$ cat src/rtl/stream_uart_tx_pkg.sv
// corescore_uart_pkg: shared types/constants for the stream UART transmitter.
// FSM states, frame width, newline character, FIFO entry layout.
package corescore_uart_pkg;

  typedef enum logic [1:0] {
    IDLE,
    START,
    DATA,
    STOP
  } tx_state_e;

  localparam int DATA_BITS = 8;
  localparam logic [7:0] NEWLINE_CHAR = 8'h0A;

  typedef struct packed {
    logic       last;
    logic [7:0] data;
  } entry_t;

  localparam int ENTRY_W = $bits(entry_t);

endpackage

$ cat src/rtl/stream_uart_tx_if.sv
// stream_uart_tx_if: byte-wide AXI4-Stream link (tdata/tlast/tvalid/tready).
// master drives data/valid, slave drives ready.
interface stream_uart_tx_if;
  import corescore_uart_pkg::*;

  logic [DATA_BITS-1:0] i_tdata;
  logic                 i_tlast;
  logic                 i_tvalid;
  logic                 o_tready;

  modport master (
    output i_tdata,
    output i_tlast,
    output i_tvalid,
    input  o_tready
  );

  modport slave (
    input  i_tdata,
    input  i_tlast,
    input  i_tvalid,
    output o_tready
  );

endinterface

$ cat src/rtl/stream_uart_tx_fifo.sv
// stream_fifo: sync FIFO, 2**FIFO_AW x WIDTH, async active-low reset.
// Ports: i_push/i_pop/i_data in; o_data/o_full/o_empty/o_count out.
module stream_fifo #(
  parameter int WIDTH   = 9,
  parameter int FIFO_AW = 4
) (
  input  logic             i_clk,
  input  logic             i_rst_n,
  input  logic             i_push,
  input  logic             i_pop,
  input  logic [WIDTH-1:0] i_data,
  output logic [WIDTH-1:0] o_data,
  output logic             o_full,
  output logic             o_empty,
  output logic [FIFO_AW:0] o_count
);

  localparam int DEPTH = 2**FIFO_AW;
  localparam logic [FIFO_AW:0] DEPTH_C = (FIFO_AW+1)'(DEPTH);
  localparam logic [FIFO_AW:0] ONE_C = (FIFO_AW+1)'(1);
  localparam logic [FIFO_AW-1:0] ONE_P = FIFO_AW'(1);

  logic [WIDTH-1:0] mem_q [DEPTH];
  logic [FIFO_AW-1:0] wr_q, wr_d;
  logic [FIFO_AW-1:0] rd_q, rd_d;
  logic [FIFO_AW:0] cnt_q, cnt_d;
  logic [FIFO_AW:0] vis_q, vis_d;
  logic seen_q;
  logic push_ok, pop_ok;

  // vis_q counts entries readable by the consumer; a push
  // joins it one cycle after it lands in cnt_q.
  assign o_full  = cnt_q == DEPTH_C;
  assign o_empty = vis_q == '0;
  assign o_count = cnt_q;
  assign o_data  = mem_q[rd_q];

  assign push_ok = i_push && !o_full;
  assign pop_ok  = i_pop && !o_empty;

  always_comb begin
    wr_d  = wr_q;
    rd_d  = rd_q;
    cnt_d = cnt_q;
    vis_d = vis_q;
    if (push_ok) begin
      wr_d  = wr_q + ONE_P;
      cnt_d = cnt_d + ONE_C;
    end
    if (pop_ok) begin
      rd_d  = rd_q + ONE_P;
      cnt_d = cnt_d - ONE_C;
      vis_d = vis_d - ONE_C;
    end
    if (seen_q) begin
      vis_d = vis_d + ONE_C;
    end
  end

  always_ff @(posedge i_clk) begin
    if (push_ok) begin
      mem_q[wr_q] <= i_data;
    end
  end

  always_ff @(posedge i_clk or negedge i_rst_n) begin
    if (!i_rst_n) begin
      wr_q   <= '0;
      rd_q   <= '0;
      cnt_q  <= '0;
      vis_q  <= '0;
      seen_q <= 1'b0;
    end else begin
      wr_q   <= wr_d;
      rd_q   <= rd_d;
      cnt_q  <= cnt_d;
      vis_q  <= vis_d;
      seen_q <= push_ok;
    end
  end

endmodule

$ cat src/rtl/stream_uart_tx.sv
// stream_uart_tx: 8N1 UART TX fed by a byte AXI-Stream slave (s_axis) via FIFO.
// Ports: i_clk, i_rst_n, s_axis, o_uart_tx, o_busy. Option: STREAM_UART_TX_NEWLINE_EN.
module stream_uart_tx
  import corescore_uart_pkg::*;
#(
  parameter int BAUD_DIV = 868,
  parameter int FIFO_AW  = 4
) (
  input  logic               i_clk,
  input  logic               i_rst_n,
  stream_uart_tx_if.slave    s_axis,
  output logic               o_uart_tx,
  output logic               o_busy
);

  localparam int BW = (BAUD_DIV > 1) ? $clog2(BAUD_DIV) : 1;
  localparam logic [BW-1:0] BMAX = BW'(BAUD_DIV - 1);
  localparam logic [BW-1:0] BONE = BW'(1);
  localparam int CW = $clog2(DATA_BITS);
  localparam logic [CW-1:0] CLAST = CW'(DATA_BITS - 1);
  localparam logic [CW-1:0] CONE = CW'(1);

  tx_state_e state_q, state_d;
  logic [BW-1:0] baud_q, baud_d;
  logic [CW-1:0] bit_q, bit_d;
  logic [DATA_BITS-1:0] sh_q, sh_d;
  logic tx_q, tx_d;
  logic tick;

  logic fifo_push, fifo_pop;
  logic fifo_full, fifo_empty;
  logic [FIFO_AW:0] fifo_cnt;
  entry_t wr_ent, rd_ent;

  assign s_axis.o_tready = !fifo_full;
  assign fifo_push = s_axis.i_tvalid && !fifo_full;
  assign wr_ent.last = s_axis.i_tlast;
  assign wr_ent.data = s_axis.i_tdata;

  stream_fifo #(
    .WIDTH   (ENTRY_W),
    .FIFO_AW (FIFO_AW)
  ) u_fifo (
    .i_clk   (i_clk),
    .i_rst_n (i_rst_n),
    .i_push  (fifo_push),
    .i_pop   (fifo_pop),
    .i_data  (wr_ent),
    .o_data  (rd_ent),
    .o_full  (fifo_full),
    .o_empty (fifo_empty),
    .o_count (fifo_cnt)
  );

`ifdef STREAM_UART_TX_NEWLINE_EN
  logic nl_q, nl_d;
`else
  logic unused_tlast;
  assign unused_tlast = rd_ent.last;
`endif

  assign tick = baud_q == BMAX;

  always_comb begin
    state_d  = state_q;
    baud_d   = baud_q;
    bit_d    = bit_q;
    sh_d     = sh_q;
    tx_d     = tx_q;
    fifo_pop = 1'b0;
`ifdef STREAM_UART_TX_NEWLINE_EN
    nl_d     = nl_q;
`endif
    unique case (state_q)
      IDLE: begin
        tx_d = 1'b1;
        if (!fifo_empty) begin
          fifo_pop = 1'b1;
          sh_d     = rd_ent.data;
          baud_d   = '0;
          tx_d     = 1'b0;
          state_d  = START;
`ifdef STREAM_UART_TX_NEWLINE_EN
          nl_d     = rd_ent.last;
`endif
        end
      end
      START: begin
        if (tick) begin
          baud_d  = '0;
          bit_d   = '0;
          tx_d    = sh_q[0];
          state_d = DATA;
        end else begin
          baud_d = baud_q + BONE;
        end
      end
      DATA: begin
        if (tick) begin
          baud_d = '0;
          if (bit_q == CLAST) begin
            tx_d    = 1'b1;
            state_d = STOP;
          end else begin
            bit_d = bit_q + CONE;
            sh_d  = sh_q >> 1;
            tx_d  = sh_q[1];
          end
        end else begin
          baud_d = baud_q + BONE;
        end
      end
      STOP: begin
        if (tick) begin
          baud_d = '0;
          // Chain straight into the next start bit when
          // more work is waiting, so frames stay gapless.
`ifdef STREAM_UART_TX_NEWLINE_EN
          if (nl_q) begin
            nl_d    = 1'b0;
            sh_d    = NEWLINE_CHAR;
            tx_d    = 1'b0;
            state_d = START;
          end else
`endif
          if (!fifo_empty) begin
            fifo_pop = 1'b1;
            sh_d     = rd_ent.data;
            tx_d     = 1'b0;
            state_d  = START;
`ifdef STREAM_UART_TX_NEWLINE_EN
            nl_d     = rd_ent.last;
`endif
          end else begin
            tx_d    = 1'b1;
            state_d = IDLE;
          end
        end else begin
          baud_d = baud_q + BONE;
        end
      end
      default: begin
        tx_d    = 1'b1;
        state_d = IDLE;
      end
    endcase
  end

  always_ff @(posedge i_clk or negedge i_rst_n) begin
    if (!i_rst_n) begin
      state_q <= IDLE;
      baud_q  <= '0;
      bit_q   <= '0;
      sh_q    <= '0;
      tx_q    <= 1'b1;
    end else begin
      state_q <= state_d;
      baud_q  <= baud_d;
      bit_q   <= bit_d;
      sh_q    <= sh_d;
      tx_q    <= tx_d;
    end
  end

`ifdef STREAM_UART_TX_NEWLINE_EN
  always_ff @(posedge i_clk or negedge i_rst_n) begin
    if (!i_rst_n) begin
      nl_q <= 1'b0;
    end else begin
      nl_q <= nl_d;
    end
  end
`endif

  assign o_uart_tx = tx_q;
  assign o_busy    = (state_q != IDLE) || (fifo_cnt != '0);

endmodule

$ cat src/flat_wrapper.sv
// flat-port wrapper written by rule: the top's interface ports become plain ports
module stream_uart_tx_flat import corescore_uart_pkg::*;
#(
  parameter int BAUD_DIV = 868,
  parameter int FIFO_AW  = 4
)
  (i_clk, i_rst_n, o_uart_tx, o_busy, s_axis_i_tdata, s_axis_i_tlast, s_axis_i_tvalid, s_axis_o_tready);
  stream_uart_tx_if s_axis_i ();
  input  logic i_clk;
  input  logic i_rst_n;
  output logic o_uart_tx;
  output logic o_busy;
  input wire logic [$bits(s_axis_i.i_tdata)-1:0] s_axis_i_tdata;
  input wire logic [$bits(s_axis_i.i_tlast)-1:0] s_axis_i_tlast;
  input wire logic [$bits(s_axis_i.i_tvalid)-1:0] s_axis_i_tvalid;
  output wire logic [$bits(s_axis_i.o_tready)-1:0] s_axis_o_tready;
  assign s_axis_i.i_tdata = s_axis_i_tdata;
  assign s_axis_i.i_tlast = s_axis_i_tlast;
  assign s_axis_i.i_tvalid = s_axis_i_tvalid;
  assign s_axis_o_tready = s_axis_i.o_tready;
  stream_uart_tx #(.BAUD_DIV(BAUD_DIV), .FIFO_AW(FIFO_AW)) u_core (.i_clk(i_clk), .i_rst_n(i_rst_n), .s_axis(s_axis_i), .o_uart_tx(o_uart_tx), .o_busy(o_busy));
endmodule
$ cat config.mk
export PLATFORM = sky130hd
export DESIGN_NAME = stream_uart_tx_flat
export DESIGN_NICKNAME = d
export VERILOG_FILES = /design/src/rtl/stream_uart_tx_pkg.sv /design/src/rtl/stream_uart_tx_if.sv /design/src/rtl/stream_uart_tx_fifo.sv /design/src/rtl/stream_uart_tx.sv /design/src/flat_wrapper.sv
export SDC_FILE = /design/constraint.sdc
export NUM_CORES = 1
export LEC_CHECK = 0
export ABC_AREA = 1
export BUFFER_PORTS_ARGS = -buffer_cell sky130_fd_sc_hd__buf_2
export CORE_MARGIN = 1
export CORE_UTILIZATION = 49
export CTS_CLUSTER_DIAMETER = 200
export CTS_CLUSTER_SIZE = 24
export DETAILED_ROUTE_END_ITERATION = 6
export GPL_TIMING_DRIVEN = 0
export PLACE_DENSITY_LB_ADDON = 0.1
export SLEW_MARGIN = 20
export SYNTH_ARGS = -nofsm -noshare
export SYNTH_HDL_FRONTEND = slang
export SYNTH_SLANG_ARGS = --single-unit
$ cat constraint.sdc
create_clock -name i_clk -period 1.8 [get_ports i_clk]
set_input_delay 0.27 -clock i_clk [delete_from_list [all_inputs] [get_ports i_clk]]
set_output_delay 0.27 -clock i_clk [all_outputs]
set_load 0.1 [all_outputs]
==> impl_metrics.yaml, run 1 <==
routing:
  ant_nets: 0
  drc: 0
  drt_iter0_markers: 438
  vias_per_cell: 5.70
  routedWlPerCell_um: 20.5
  wl_mm: 20.3
  vias: 5636
  first_pass_iters: 5
die:
  start_util: 0.503
  core_um2: 15200
  die_w_um: 127
  fp-row-count: 45
  dieHeight_um: 127
  num_io_pins: 15
  die-area_um2: 16100
synthesis:
  seq_area_frac_synth: 0.643
  syn_nets: 717
  yosys_warnings: 0
  synthCells: 686
  ys_seq_elements: 171
  synth_cell_types: 43
  syn_area_um2: 7650
  synth_edf_count: 128
  synth_flop_cell: "edfxtp_1"
  avgSynthCellArea_um2: 11.2
  async_flop_share: 0.251
layout:
  finalNetCount: 818
  final_cells: 988
  area_growth_pct: 31.1
  insertedDiodeCount: 0
  drive_gt1_frac: 0.319
cts:
  cts_max_level: 4
  clk_pin_slew_ns: 0.07
  numCtsBuffers: 17
  clock-sinks: 171
  clk_latency_ns: 0.43
  clock_path_buffers: 2
  ctsHoldBuffers: 0
  cts-root-buf: "clkbuf_16"
  cts_tree: "built"
timing:
  holdWs_ns: 0.00334
  min_period_ns: 1.86
  maxSlewHeadroom: 0.345
  rsz0062_at_grt: "true"
  setup_viol: 2
  fmax_mhz: 537
  timing.final.ws_setup_ns: -0.0626
  hold_viol: 0
  fin_crit_sh: 1.03
  worst_pin_slew_ns: 0.982
  clock_skew_ns: 0.00908
  slew_viol_final: 0
place:
  dpl.hpwl_mm: 12.2
  routabilityCongestion: 0.864
  portBuffers: 13
  dpl.cell_count: 887
status:
  violations: "setup timing"
  status: "finished, violations left"
setup_path:
  required_ns: 1.53
  cp_max_fo: 6
  path_class: "register to primary output"
  start_kind: "register"
  end_kind: "primary output"
  reg2reg_slack_ns: -0.01
  cp_data_arrival_time_ns: 1.59
power_and_ir_drop:
  p_per_area_nw_per_um2: 1770
  leakage_nw: 3.85
  finalPower_mw: 17.8
  ir_drop_mv: 0.896
grt:
  grt_pass1_vias: 5512
  overflow: 0
  grt_usage: 0.257
  grt_pass1_wl_mm: 30.3
  grt_max_degree: 44
  antenna_found_initial: 0
job:
  maxCapViolations: 0
min_path:
  hp-class: "input pin to async pin"
==> state kept, by name, indices dropped and copies added (netlist names) <==
register,count
u_core.bit_q,3
u_core.u_fifo.o_count,5
u_core.state_q,2
u_core.sh_q,8
u_core.u_fifo.mem_q,128
u_core.u_fifo.rd_q,4
u_core.u_fifo.wr_q,4
u_core.u_fifo.seen_q,1
u_core.o_uart_tx,1
u_core.baud_q,10
u_core.u_fifo.vis_q,5
==> power by group <==
group          total [mW]  internal (mW)  switching, mW  leakage, nW
combinational        8.73           3.52           5.22         1.88
clock                3.61           1.87           1.74        0.284
sequential           5.42           4.96          0.469         1.69
==> synth_stat cells (all sizes together) (3+ instances only) <==
cell type / instances / area share
dfrtp: 42 / 0.14
clkbuf: 14 / 0.0069
nor2: 124 / 0.065
inv: 44 / 0.022
ha: 19 / 0.031
nand3: 39 / 0.029
xnor2: 3 / 0.0034
o21ai: 77 / 0.051
xor2: 15 / 0.017
nand4: 3 / 0.0025
a21oi: 12 / 0.0088
o221ai: 11 / 0.013
o22ai: 13 / 0.011
nand2: 96 / 0.052
o211ai: 17 / 0.017
edfxtp: 128 / 0.50
buf: 15 / 0.012
==> area by class of cell <==
class	instances	area, um2
Fill cell	1104	5160
Sequential cell	171	4920
Multi-Input combinational cell	442	2940
Timing Repair Buffer	84	887
Clock buffer	17	425
Buffer	27	262
Tap cell	188	235
Inverter	44	191
Clock inverter	15	169
==> cell families after synthesis <==
logic type / count (synthesis) / synth area share
AND/OR/NAND/NOR: 268 / 0.155
AO/OA/AOI/OAI: 136 / 0.108
adder cells (fa/ha/maj): 19 / 0.0311
XOR/XNOR: 18 / 0.0206
flip-flops: 171 / 0.643
buffers and inverters: 73 / 0.0407
multiplexers: 1 / 0.00131
==> placed cells by master, fill, tap and decap left out, types with 11 or more instances in the layout <==
cell type    n
clkbuf_16   19
nand2_4     13
ha_1        13
dfrtp_1     39
o22ai_1     11
xor2_1      13
nor2_4      23
nor2_1      95
inv_1       29
buf_4       52
edfxtp_1   128
buf_2       15
o21ai_0     53
o211ai_1    16
buf_12      21
nand3_1     28
nand2_1     71
o21ai_1     16
==> worst max-delay path, stage by stage (launching register included) <==
cell     delay [ns]
dfrtp_2        0.44
inv_2          0.10
ha_4           0.22
buf_12         0.12
nand3_2        0.09
buf_12         0.18
==> routing by layer <==
metal | GRT usage | part of all wire | wire [um]
met1 | 0.319 | 0.41 | 8240
met4 | 0.118 | 0.031 | 633
met2 | 0.433 | 0.50 | 10100
met5 | 0 | 0 | 0
met3 | 0.0574 | 0.063 | 1280
==> repair_timing <==
item | 4_1_cts | 5_1_grt
pin swaps | 41 | 31
cloned | 0 | 2
gates resized for setup | 98 | 80
setup buffers | 46 | 23
setup endpoints to repair | 159 | 152
==> path summary, 6_finish.rpt <==
path | depth (start not counted) | to | start
max | 5 | o_busy | u_core.state_q[1]
min | 1 | u_core.state_q[1] | i_rst_n
max reg2reg | 14 | u_core.u_fifo.o_count[4] | u_core.u_fifo.o_count[0]
min reg2reg | 2 | u_core.o_uart_tx | u_core.o_uart_tx
max in group asynchronous | 1 | u_core.u_fifo.rd_q[0] | i_rst_n
min in group i_clk | 1 | u_core.u_fifo.mem_q[1][1] | s_axis_i_tdata[1]
==> per-stage QoR <==
stage	utilization	setup WS [ns]	TNS, ns	instance area, um2
after floorplan	-	-0.0997	-4.92	7830
after global placement	0.535	-0.317	-24.89	8130
after detailed placement	0.535	-0.379	-31.22	8130
after CTS	0.630	-0.0366	-1.03	9580
after global routing	0.660	-0.125	-0.844	10000
final	0.660	-0.0626	-0.0725	10000
Power figures use the tool's default switching activity.
==> run 2: changes to the inputs <==
PLACE_DENSITY = 0.73   (was default)
PLACE_DENSITY_LB_ADDON = default   (was 0.1)
SETUP_SLACK_MARGIN = 0.5   (was default)
==> impl_metrics.yaml, run 2 (synthesis results as in run 1) <==
routing:
  routed.top_layer: "met4"
  drc: 0
  drt_iter0_markers: 836
  first_pass_iters: 5
  routed-wl-met2_mm: 12.8
  routedWlPerCell_um: 25.8
  wl_met3_mm: 2.84
  vias: 6586
  vias_per_cell: 6.40
  wl_mm: 26.5
  ant_nets: 0
  drt-met1-wl_mm: 9.19
grt:
  overflow: 0
  grt_pass1_wl_mm: 36.2
  antenna_found_initial: 0
  grt_pass1_vias: 6494
  grt_max_degree: 44
  grt_usage: 0.308
die:
  die_w_um: 127
  start_util: 0.503
  dieHeight_um: 127
  core_um2: 15200
  fp-row-count: 45
  die-area_um2: 16100
  num_io_pins: 15
timing:
  slew_viol_final: 0
  maxSlewHeadroom: 0.608
  fin_crit_sh: 1.11
  hold_viol: 0
  worst_pin_slew_ns: 0.589
  clock_skew_ns: 0.0213
  setup_viol: 81
  rsz0062_at_grt: "true"
  min_period_ns: 2.00
  fmax_mhz: 499
  timing.final.ws_setup_ns: -0.202
layout:
  fin_util: 0.736
  layout.cells.most_common_list: "128 x edfxtp_1, 75 x nor2_1, 58 x nand2_1, 52 x buf_4, 38 x dfrtp_1"
  multi_input_area_um2: 3470
  ff_latch_area_um2: 4930
  insertedDiodeCount: 0
  final_cells: 1029
  reg.largest.list: "u_core.u_fifo.mem_q x128, u_core.baud_q x10, u_core.sh_q x8"
  mostFrequentLayoutCell: "edfxtp_1"
  n_fill_cell: 804
  fin_area_um2: 11200
  drive_gt1_frac: 0.446
  area_growth_pct: 46.3
  finalNetCount: 860
  regMostFlops: "u_core.u_fifo.mem_q"
  largest_reg_flops: 128
power_and_ir_drop:
  leakage_nw: 4.26
  p_per_area_nw_per_um2: 1890
  comb_power_share: 0.566
  swShare: 0.437
  power.internal_mw: 11.9
  finalPower_mw: 21.2
  clockPowerShare: 0.174
  pwr-share-seq: 0.260
  p_switching_mw: 9.26
  ir_drop_mv: 0.818
min_path:
  worstHoldStart: "s_axis_i_tvalid"
  worst_hold_path.num_cells: 3
  hp-class: "input pin to register"
  hold_end: "u_core.u_fifo.seen_q"
place:
  portBuffers: 13
  pre_cts_ws_ns: -0.341
  dpl.hpwl_mm: 12.1
  routabilityCongestion: 0.887
  dpl_cell_area_um2: 8280
  dpl.cell_count: 887
cts:
  cts_max_level: 4
  numCtsBuffers: 17
  clock_path_buffers: 2
  clock-sinks: 171
  clk_latency_ns: 0.45
  clk_pin_slew_ns: 0.08
  cts_tree: "built"
  cts-root-buf: "clkbuf_16"
setup_path:
  start_kind: "register"
  critPathSlowestCell: "dfrtp_1"
  path_delay_family: "simple AND/OR/NAND/NOR gates"
  required_ns: 2.15
  path_class: "register to register"
  end_kind: "register"
  critPathMaxStageDelay_ns: 0.40
  reg2reg_slack_ns: -0.20
  cp_max_fo: 6
  cp_data_arrival_time_ns: 2.35
  rr_worst_depth: 14
  critical_path_buf_inv_count: 1
  rr_endpoint: "u_core.u_fifo.o_count[4]"
  cp_common_cell: "nand2_1"
  worstPathCellList: "inv_2 > ha_4 > nand2_4 > nor2_4 > nand2_8 > nand2_8 > nand2_4 > o21ai_4 > ha_4 > nand3_4 > a21oi_4 > nand2_1 > nand2_1 > nand2_1"
  r2r_start: "u_core.u_fifo.o_count[1]"
status:
  violations: "setup timing"
  status: "finished, violations left"
job:
  maxCapViolations: 0
## run 2: cell count changes in the layout (fill, tap and decap cells not counted), sizes merged
cell         previous run  this run
clkbuf                 28        33
clkinvlp                5         2
dlygate4sd3             0         1
inv                    48        51
buf                   100       136
clkinv                  6         5
## run 2: stage by stage
stage                     hold WS [ns]  TNS, ns
after floorplan                -0.0256    -1.48
after global placement           0.456   -10.89
after detailed placement         0.465   -15.58
after CTS                       0.0299  -0.0123
after global routing             0.210   -10.53
final                            0.214    -5.95
## run 2: layout make-up
type,instances,share of cell area
multi-input cells,442,0.310
well taps,188,0.0210
clock buffers,17,0.0380
clock inverters,14,0.0133
repair buffers,124,0.126
flip-flops and latches,171,0.440
plain buffers,29,0.0332
inverters,44,0.0187
## run 2: worst max-delay path by stage
stage	start	endpoint	slack (ns)	cells past startpoint
6_report	u_core.u_fifo.o_count[1]	u_core.u_fifo.o_count[4]	-0.20	14
3_3_place_gp	u_core.u_fifo.rd_q[1]	u_core.sh_q[7]	-0.30	8
4_1_cts	u_core.u_fifo.o_count[0]	o_busy	-0.01	6
5_1_grt	u_core.u_fifo.o_count[0]	u_core.u_fifo.o_count[4]	-0.27	14
3_5_place_dp	u_core.u_fifo.rd_q[1]	u_core.sh_q[5]	-0.34	8
2_1_floorplan	u_core.u_fifo.o_count[0]	u_core.u_fifo.o_count[4]	-0.08	13
## run 2: metal layers
layer,vias to the layer above,GRT usage
li1,2701,-
met1,3191,0.361
met2,536,0.519
met3,158,0.0762
met4,0,0.174
met5,-,0
## run 2: repair_timing
| item | CTS | global route |
|---|---|---|
| pin swaps | 104 | 82 |
| gates resized for setup | 214 | 121 |
| endpoints found under the hold margin | 0 | 42 |
| setup buffers | 76 | 29 |
| hold buffers | 0 | 1 |
| cloned | 5 | 0 |
| endpoints found under the setup margin | 173 | 174 |
## run 2: power groups by stage
stage	registers [mW]	logic, mW	clock network, mW
floorplan	5.40	4.64	0
global placement	5.39	6.17	0
detailed placement	5.43	6.39	0
CTS	5.40	9.55	3.56
global route	5.56	12.4	3.82
finish	5.52	12.0	3.69
## run 2: worst reg2reg max path: stages, from the launching register on
cell	delay (ns)
dfrtp_1	0.40
inv_2	0.10
ha_4	0.15
nand2_4	0.05
nor2_4	0.18
nand2_8	0.09
nand2_8	0.16
nand2_4	0.07
o21ai_4	0.09
ha_4	0.17
nand3_4	0.08
a21oi_4	0.13
nand2_1	0.09
nand2_1	0.10
nand2_1	0.05
==> run 3: changes to the inputs <==
CORE_ASPECT_RATIO = 1.5   (was default)
RECOVER_POWER = 50   (was default)
==> impl_metrics.yaml, run 3 (synthesis results as in run 1) <==
routing:
  first_pass_iters: 5
  vias: 6077
  wl_met3_mm: 1.52
  vias_per_cell: 5.97
  ant_nets: 0
  routed-wl-met2_mm: 12.3
  drt_iter0_markers: 641
  drt-met1-wl_mm: 7.72
  routedWlPerCell_um: 22.6
  routed.top_layer: "met4"
  wl_mm: 23.0
  drc: 0
setup_path:
  r2r_start: "u_core.u_fifo.o_count[1]"
  required_ns: 2.13
  critPathMaxStageDelay_ns: 0.40
  critPathLaunch: "u_core.u_fifo.o_count[1]"
  worstPathCellList: "inv_2 > ha_4 > nand2_4 > nor2_4 > nand2_8 > nand2_8 > xor2_4 > inv_2 > ha_4 > nand3_4 > a21oi_4 > nand2_1 > nand2_1 > nand2_1"
  cp_data_arrival_time_ns: 2.26
  crit_end: "u_core.u_fifo.o_count[4]"
  reg2reg_slack_ns: -0.13
  end_kind: "register"
  critPathSlowestCell: "dfrtp_1"
  cp_common_cell: "nand2_1"
  path_delay_family: "simple AND/OR/NAND/NOR gates"
  cp_max_fo: 7
  rr_worst_depth: 14
  path_class: "register to register"
  start_kind: "register"
  critical_path_buf_inv_count: 2
  worst-path-stages: 14
  rr_endpoint: "u_core.u_fifo.o_count[4]"
timing:
  fmax_mhz: 518
  hold_viol: 0
  holdWs_ns: 0.313
  slew_viol_final: 0
  fin_crit_sh: 1.07
  clock_skew_ns: 0.0119
  timing.final.ws_setup_ns: -0.131
  min_period_ns: 1.93
  setup_viol: 16
  rsz0062_at_grt: "true"
  worst_pin_slew_ns: 0.760
  maxSlewHeadroom: 0.494
die:
  die-area_um2: 16100
  core_um2: 15200
  num_io_pins: 15
  dieHeight_um: 155
  start_util: 0.503
  fp-row-count: 55
  die_w_um: 104
layout:
  final_cells: 1018
  reg.largest.list: "u_core.u_fifo.mem_q x128, u_core.baud_q x10, u_core.sh_q x8"
  n_fill_cell: 954
  area_growth_pct: 37.8
  finalNetCount: 837
  layout.cells.most_common_list: "128 x edfxtp_1, 85 x nor2_1, 62 x nand2_1, 51 x o21ai_0, 44 x buf_4"
  insertedDiodeCount: 0
  regMostFlops: "u_core.u_fifo.mem_q"
  mostFrequentLayoutCell: "edfxtp_1"
  largest_reg_flops: 128
  drive_gt1_frac: 0.365
cts:
  cts_max_level: 4
  clock-sinks: 171
  clk_pin_slew_ns: 0.07
  clk_latency_ns: 0.44
  numCtsBuffers: 17
  clock_path_buffers: 2
  cts_tree: "built"
  cts-root-buf: "clkbuf_16"
min_path:
  hp-class: "input pin to register"
power_and_ir_drop:
  ir_drop_mv: 1.34
  p_per_area_nw_per_um2: 1820
  leakage_nw: 4.00
place:
  routabilityCongestion: 0.874
  dpl.cell_count: 898
  portBuffers: 13
  dpl.hpwl_mm: 12.7
status:
  violations: "setup timing"
  status: "finished, violations left"
grt:
  overflow: 0
  grt_pass1_vias: 6282
  antenna_found_initial: 0
  grt_max_degree: 44
  grt_usage: 0.291
  grt_pass1_wl_mm: 34.7
job:
  maxCapViolations: 0
run 3: changes by cell type in the layout (fill, tap and decap cells not counted), sizes merged:
cell      previous run  this run
buf                136       105
clkinv               5         4
clkinvlp             2         4
bufinv               0         2
inv                 51        49
clkbuf              33        41
run 3: cell type report:
type | instances | area [um2] | area share
flip-flops and latches | 171 | 4920 | 0.467
multi-input cells | 442 | 3190 | 0.303
repair buffers | 101 | 1080 | 0.102
clock buffers | 17 | 425 | 0.0403
plain buffers | 29 | 294 | 0.0279
well taps | 199 | 249 | 0.0236
inverters | 44 | 201 | 0.0191
clock inverters | 15 | 184 | 0.0174
run 3: repair_timing:
| item | 4_1_cts | 5_1_grt |
|---|---|---|
| pin swaps | 77 | 32 |
| setup endpoints to repair | 173 | 174 |
| hold endpoints to repair | 0 | 22 |
| gates resized for setup | 191 | 33 |
| cloned | 2 | 0 |
| setup buffers | 73 | 11 |
| hold buffers | 0 | 1 |
run 3: through the flow:
stage,util,instance area [um2],setup slack [ns],power [mW],setup TNS [ns]
3_5_place_dp,0.545,8290,-0.338,11.8,-18.88
5_1_grt,0.693,10500,-0.238,20.0,-5.25
6_report,0.693,10500,-0.131,19.2,-0.792
4_1_cts,0.679,10300,-0.0400,18.2,-0.0882
2_1_floorplan,-,7980,-0.0810,10.0,-1.48
3_3_place_gp,0.545,8290,-0.224,11.5,-10.28
run 3: power by group:
part	internal (mW)	switching [mW]	total (mW)
logic	4.11	5.85	9.96
clock network	2.10	1.68	3.78
registers	4.96	0.484	5.44
total	11.2	8.01	19.2
run 3: worst reg2reg max path, stage by stage, from the launching register on:
cell and delay, ns:
dfrtp_1 0.40, inv_2 0.10, ha_4 0.16, nand2_4 0.05, nor2_4 0.18, nand2_8 0.09
nand2_8 0.15, xor2_4 0.10, inv_2 0.08, ha_4 0.14, nand3_4 0.07, a21oi_4 0.13
nand2_1 0.07, nand2_1 0.07, nand2_1 0.05
run 3: worst min-delay path by stage:
stage,startpoint,end,cells after the start
4_1_cts,i_rst_n,u_core.u_fifo.o_count[4],1
2_1_floorplan,i_rst_n,u_core.baud_q[0],0
6_report,s_axis_i_tvalid,u_core.u_fifo.wr_q[0],4
3_3_place_gp,u_core.sh_q[2],u_core.sh_q[2],2
3_5_place_dp,u_core.sh_q[4],u_core.sh_q[4],2
5_1_grt,s_axis_i_tvalid,u_core.u_fifo.wr_q[0],4
run 3: per-layer routing:
layer  vias to the layer above  track usage
met1                      2975        0.302
met3                       106       0.0574
li1                       2657            -
met5                         -            0
met2                       339        0.541
met4                         0        0.173
